--- config.mk ---
export PLATFORM = sky130hd
export DESIGN_NAME = line_stream_gen
export DESIGN_NICKNAME = d
export VERILOG_FILES = /design/src/rtl/line_stream_gen.sv
export SDC_FILE = /design/constraint.sdc
export NUM_CORES = 1
export LEC_CHECK = 0
export ABC_AREA = 1
export CORE_UTILIZATION = 40
export DETAILED_ROUTE_END_ITERATION = 7
export PLACE_DENSITY = 0.66
export SLEW_MARGIN = 20
export SYNTH_ARGS = -nofsm -noshare
export SYNTH_HDL_FRONTEND = slang
export SYNTH_SLANG_ARGS = --single-unit
--- constraint.sdc ---
create_clock -name clk -period 1.85 [get_ports clk]
set_clock_uncertainty 0.1 [all_clocks]
set_input_delay 0.2775 -clock clk [delete_from_list [all_inputs] [get_ports clk]]
set_output_delay 0.2775 -clock clk [all_outputs]
set_load 0.01 [all_outputs]
--- src/rtl/line_stream_gen.sv ---
// Converts raw video timing (vs/hs/de + pixel) into the line-buffer write protocol for the 3-line window.
// Optional bad-line counter on err_cnt_o is built when LINE_STREAM_ERRCNT_EN is defined.
module line_stream_gen #(
    parameter int COLORDEPTH  = 8,
    parameter int SCREENWIDTH = 1600,
    parameter int MAX_LINES   = 1200
) (
    input  logic                               clk,
    input  logic                               rst,
    input  logic                               vs_i,
    input  logic                               hs_i,
    input  logic                               de_i,
    input  logic [COLORDEPTH-1:0]              data_i,
    output logic [COLORDEPTH-1:0]              data_o,
    output logic                               dv_o,
    output logic                               line_end_o,
    output logic                               frame_start_o,
    output logic [$clog2(MAX_LINES+1)-1:0]     line_cnt_o,
    output logic                               win_valid_o,
    output logic                               ovf_o,
    output logic                               short_o,
    output logic [15:0]                        err_cnt_o
);

    localparam int LW = $clog2(MAX_LINES + 1);
    localparam int CW = $clog2(SCREENWIDTH + 1);
    localparam logic [CW-1:0] COL_MAX  = CW'(SCREENWIDTH);
    localparam logic [LW-1:0] LINE_MAX = LW'(MAX_LINES);

    typedef enum logic [1:0] {
        WAIT_FRAME,
        WAIT_DE,
        ACTIVE
    } state_t;

    state_t        state;
    logic          vs_q;
    logic [CW-1:0] col;
    logic          hs_bad;
    logic          frame_pending;
    logic          vs_rise;
    logic [LW-1:0] line_cnt_inc;

    assign vs_rise      = vs_i & ~vs_q;
    assign line_cnt_inc = (line_cnt_o == LINE_MAX) ? line_cnt_o : line_cnt_o + 1'b1;

    // NOTE: all state is updated with non-blocking assignments so every branch reads pre-edge values.
    always_ff @(posedge clk or posedge rst) begin
        if (rst) begin
            state         <= WAIT_FRAME;
            vs_q          <= 1'b0;
            col           <= '0;
            hs_bad        <= 1'b0;
            frame_pending <= 1'b0;
            data_o        <= '0;
            dv_o          <= 1'b0;
            line_end_o    <= 1'b0;
            frame_start_o <= 1'b0;
            line_cnt_o    <= '0;
            win_valid_o   <= 1'b0;
            ovf_o         <= 1'b0;
            short_o       <= 1'b0;
        end else begin
            vs_q          <= vs_i;
            data_o        <= data_i;
            dv_o          <= 1'b0;
            line_end_o    <= 1'b0;
            frame_start_o <= 1'b0;
            if (vs_rise) begin
                // A new frame wins over any line in flight; a truncated line still gets its line_end.
                state         <= WAIT_DE;
                line_end_o    <= (state == ACTIVE);
                col           <= '0;
                hs_bad        <= 1'b0;
                frame_pending <= 1'b1;
                line_cnt_o    <= '0;
                win_valid_o   <= 1'b0;
                ovf_o         <= 1'b0;
                short_o       <= 1'b0;
            end else begin
                case (state)
                    WAIT_FRAME: ;
                    WAIT_DE: begin
                        if (de_i) begin
                            state         <= ACTIVE;
                            dv_o          <= 1'b1;
                            col           <= CW'(1);
                            hs_bad        <= hs_i;
                            frame_start_o <= frame_pending;
                            frame_pending <= 1'b0;
                        end
                    end
                    ACTIVE: begin
                        if (de_i) begin
                            if (hs_i) hs_bad <= 1'b1;
                            if (col < COL_MAX) begin
                                dv_o <= 1'b1;
                                col  <= col + 1'b1;
                            end else begin
                                ovf_o <= 1'b1;
                            end
                        end else begin
                            state       <= WAIT_DE;
                            line_end_o  <= 1'b1;
                            col         <= '0;
                            line_cnt_o  <= line_cnt_inc;
                            win_valid_o <= (line_cnt_inc >= LW'(2));
                            if ((col < COL_MAX) || hs_bad) short_o <= 1'b1;
                        end
                    end
                    default: state <= WAIT_FRAME;
                endcase
            end
        end
    end

`ifdef LINE_STREAM_ERRCNT_EN
    logic line_ovf;
    logic line_bad_end;

    // Per-line overflow flag; the frame-level ovf_o cannot tell which line overflowed.
    always_ff @(posedge clk or posedge rst) begin
        if (rst) begin
            line_ovf <= 1'b0;
        end else if (vs_rise || (state == WAIT_DE && de_i)) begin
            line_ovf <= 1'b0;
        end else if (state == ACTIVE && de_i && col == COL_MAX) begin
            line_ovf <= 1'b1;
        end
    end

    assign line_bad_end = !vs_rise && (state == ACTIVE) && !de_i &&
                          (line_ovf || (col < COL_MAX) || hs_bad);

    always_ff @(posedge clk or posedge rst) begin
        if (rst) begin
            err_cnt_o <= '0;
        end else if (line_bad_end && err_cnt_o != 16'hFFFF) begin
            err_cnt_o <= err_cnt_o + 16'd1;
        end
    end
`else
    assign err_cnt_o = '0;
`endif

endmodule

# --- Word level (Yosys, flattened, before mapping) ---
# Cells that the tools add are included.
word_totals:
  regBits: 41
  out_inout_bits: 41
  word_cells: 87
classes:
  add_sub_neg: 2
  magnitude_cmp: 2
  n_eq_ne: 11
  n_mux: 43
  bitwise_logic: 2
  n_reduce_logical: 14
ops:
  columns: ["cell", "count"]
  rows:
  - ["$mux W11", 8]
  - ["$mux W1", 28]
  - ["$add A11 B1 Y11 const B", 2]
  - ["$pmux W11 S2", 1]
  - ["$ne A3 B3 Y1 const B", 4]
  - ["$reduce_and A3 Y1", 4]
  - ["$eq A11 B11 Y1 const B", 1]
  - ["$ge A11 B2 Y1 const B", 1]
  - ["$lt A11 B11 Y1 const B", 1]
  - ["$reduce_bool A2 Y1", 4]
  - ["$mux W2", 3]
  - ["$pmux W2 S3", 1]
  - ["$ne A2 B2 Y1 const B", 2]
  - ["$ne A4 B3 Y1 const B", 1]
  - ["$pmux W1 S2", 2]
  - ["$reduce_and A2 Y1", 2]
  - ["$reduce_and A4 Y1", 1]
  - ["$reduce_bool A3 Y1", 1]
  - ["$eq A2 B1 Y1 const B", 1]
  - ["$eq A2 B2 Y1 const B", 1]
  - ["$logic_not A2 Y1", 1]
  - ["$ne A2 B1 Y1 const B", 1]
  - ["$and A1 B1 Y1", 1]
  - ["$logic_or A1 B1 Y1", 1]
  - ["$not A1 Y1", 1]

# --- Depth between registers and ports, before layout ---
depth:
  ltp_word: 6
  ltp_mapped: 12

# --- Worst setup path before layout ---
# No wires, ideal clock.
synth_path:
  path_type: "register -> register"
  startpoint: "register line_cnt_o[0]"
  endpoint: "register win_valid_o"
  setup_time_ns: 0.117
  arrival_ns: 1.421
  path_slack_ns: 0.213
  stages_incl_launch_ff: 11
  path_buffers: 0
  path_cell_list: "dfrtp_1 > ha_1 > nand3_1 > nor2_1 > nand2_1 > nand2_1 > nand2_1 > nor2_1 > nand3_1 > nand2_1 > nand2_1"
synth_via:
  elab_chain_cells: 6
synth_lines:
  columns: ["item", "line", "text"]
  rows:
  - ["start, declared", "18", "output logic [$clog2(MAX_LINES+1)-1:0] line_cnt_o,"]
  - ["start signal, assigned", "106", "line_cnt_o <= line_cnt_inc;"]
  - ["$add A11 B1 Y11 / $eq A11 B11 Y1 (equally long branches)", "45", "assign line_cnt_inc = (line_cnt_o == LINE_MAX) ? line_cnt_o : line_cnt_o + 1'b1;"]
  - ["$mux W11 *", "45", null]
  - ["$ge A11 B2 Y1 *", "107", "win_valid_o <= (line_cnt_inc >= LW'(2));"]
  - ["$mux W1 *", "94", "if (de_i) begin"]
  - ["$mux W1 *", "81", "case (state)"]
  - ["$mux W1 *", "69", "if (vs_rise) begin"]
  - ["end signal, assigned", "107", null]
  - ["end, declared", "19", "output logic win_valid_o,"]
# Every way passes the cells marked *; elsewhere a longest branch is shown, timed or not. The select of a mux whose other input is x is not followed.
# A chain may end at the register's enable or synchronous reset.

# --- Worst setup path in the final report ---
layout_path:
  startpoint: "register line_cnt_o[4]"
  endpoint: "output line_cnt_o[4]"
# No word-level cell between the ends.

==> flow_summary.toml <==
[worst_setup_path]
setup.worst_path.class = "flop to output pin"
crit_buf_inv = 1
path_delay_family = "buffers and inverters"
crit_start = "line_cnt_o[4]"
cp.required_ns = 1.47
worstReg2RegEnd = "col[8]"
max_stage_delay_ns = 0.59
path_depth = 1
rrSetupSlack_ns = 0.11
slowest_stage = "clkdlybuf4s50_1"
ff2ff_path_depth = 9
path_cells = "clkdlybuf4s50_1"
timing.rr.start = "state[0]"
start_kind = "flop"
end_kind = "output pin"
crit_path_max_fanout = 9
critPathCapture = "line_cnt_o[4]"
cp.arrival_ns = 1.41

[floorplanning]
rows = 27
start_util = 0.4186
ios = 54
die_h_um = 78.38
dieArea_um2 = 6143
core_area_um2 = 5574
fp.dieW_um = 78.38

[cts]
worstSkewPairLatency_ns = 0.30
max-clock-path-buffers = 2
htree_levels = 2
postCtsHoldBufs = 0
cts_tree = "built"
path_clk_slew_ns = 0.09
clock-sinks = 41
numCtsBuffers = 5
clockRootBuffer = "clkbuf_8"

[finish]
multi_input_area_um2 = 1054
layout.nets = 379
final_layout_size_suffix_gt1_frac = 0.1278
seq_area_um2 = 1027
fillCellCount = 527
final_cells = 432
area_growth_syn_to_layout_pct = 26.01
diodes = 0

[synthesis]
postSynthCellCount = 303
synth_fa_ha_area_frac = 0.03753
synth_top_family_by_area = "simple AND/OR/NAND/NOR gates"
avgSynthCellArea_um2 = 7.701
yosys.area_share.simple = 0.2917
muxShareOfSynthArea = 0
synthesis.yosys.warnings = 0
synth_area_um2 = 2333
synth_compound_area_frac = 0.07828
yosys.cell_types.count = 27
synth_seq_area_share = 0.4397
synth_xor_area_frac = 0.01501
ys_ff_latch = 41

[pwr]
clock_power_share = 0.218
swShare = 0.3765
seqPwrFrac = 0.397
p_per_area_nw_per_um2 = 971.7
p_comb_frac = 0.385
internal_power_mw = 1.781
power_leakage_nw = 1.408
ir_drop_v = 0.0004146
power.switching_mw = 1.076

[detailed_routing]
drt_iter0_markers = 89
vias = 2011
drc = 0
wl_per_cell_um = 11.19
drtPass1Iterations = 4
routed_wl_um = 4833
vias_per_cell = 4.655
final_antenna_net_count = 0

[timing]
rsz0062_at_grt = "no"
maxClockFrequency_mhz = 559.2
finalCriticalPeriod_ns = 1.788
finalSetupViolCount = 0
hold_viol_final = 0
drv_slew = 0
min_period_over_period = 0.9667
hold_slack_ns = 0.2366

[place]
gp_congestion = 0.8465
dpl.hpwl_um = 3737
io_buffers = 37
place_inst = 424

[global_routing]
grt_pass1_wl_um = 8583
globalRouteOverflowTotal = 0
grt_pass1_vias = 1932
antenna_found_initial = 0
grt_usage = 0.1757
grt_start_max_net_pins = 42

[hold_path]
hold_class = "input pin to asynchronous set/reset pin"

[outcome]
status = "finished, final reports clean"

[flow_run]
max-cap-violations = 0
[power groups by stage]
stage / logic, mW / registers, mW / clock network (mW)
2_1_floorplan: 0.698 / 1.16 / 0
3_5_place_dp: 1.10 / 1.15 / 0
4_1_cts: 1.10 / 1.13 / 0.646
6_report: 1.10 / 1.13 / 0.621
3_3_place_gp: 1.08 / 1.15 / 0
5_1_grt: 1.25 / 1.16 / 0.685
[how the worst min path moves through the flow]
stage          depth (start not counted)        endpoint  slack, ns           from
6_report                               3   line_cnt_o[5]       0.24            rst
5_1_grt                                3       data_o[3]       0.26            rst
4_1_cts                                3  line_cnt_o[10]       0.24            rst
3_5_place_dp                           2   frame_pending       0.36  frame_pending
3_3_place_gp                           2   frame_pending       0.35  frame_pending
2_1_floorplan                          0       data_o[0]       0.21      data_i[0]
[cells in the mapped netlist (all sizes together)]
cell type	count	share of area
nand2	82	0.14
inv	44	0.071
dfrtp	41	0.44
nor2	37	0.071
nand3	24	0.054
buf	20	0.065
o21ai	20	0.048
ha	7	0.038
nand4	7	0.019
nor3	5	0.011
a21oi	4	0.0086
o22ai	4	0.011
xor2	4	0.015
a31oi	1	0.0027
conb	1	0.0016
o211ai	1	0.0054
o21a	1	0.0032
[cell usage in the layout (no fill, tap or decap), drive strengths merged]
master         instances
o22ai                  4
clkinv                 1
buf                   17
nand3                 24
clkdlybuf4s50         37
a21oi                  4
o21a                   1
a31oi                  1
clkinvlp               1
inv                   45
dfrtp                 41
nor2                  37
ha                     7
xor2                   4
clkbuf                 5
o21ai                 20
nand2                 82
conb                  16
nand4                  7
nor3                   5
o211ai                 1
[sequential cells by signal (all words and copies together), names as in the netlist, 2 cells and up]
signal	flops
col	11
data_o	8
line_cnt_o	11
state	2
[through the flow]
| stage | power (mW) | area, um^2 | utilization | setup TNS, ns | worst slack (ns) |
|---|---|---|---|---|---|
| floorplan | 1.862 | 2390 | - | 0 | 0.2126 |
| global placement | 2.233 | 2838 | 0.5091 | -0.04454 | -0.01767 |
| detailed placement | 2.256 | 2838 | 0.5091 | -0.4006 | -0.08633 |
| CTS | 2.886 | 2932 | 0.5259 | 0 | 0.06347 |
| global route | 3.090 | 2940 | 0.5275 | 0 | 0.02483 |
| finish | 2.857 | 2940 | 0.5275 | 0 | 0.06165 |
[final cells by class]
type | count | area share
multi-input cells | 213 | 0.3583
repair buffers | 54 | 0.1736
clock inverters | 3 | 0.008511
well taps | 72 | 0.03064
clock buffers | 5 | 0.02340
flip-flops and latches | 41 | 0.3494
inverters | 44 | 0.05617
[metal layers]
layer	vias up	wire (um)	GRT usage
met5	-	0	0
met4	0	43	0.04815
met3	5	275	0.03953
met2	52	2320	0.2974
met1	915	2194	0.2248
li1	1039	-	-
[logic make-up after synthesis]
kind of cell,after synthesis
compound gates,31
xor+xnor,4
fa+ha+maj,7
buf+inv,64
flops,41
other cells,1
simple gates,155
[timing repair]
action / CTS / global route
resized for setup: 0 / 5
setup endpoints to repair: 0 / 17
setup buffers: 0 / 0
(Power assumes the default switching activity.)
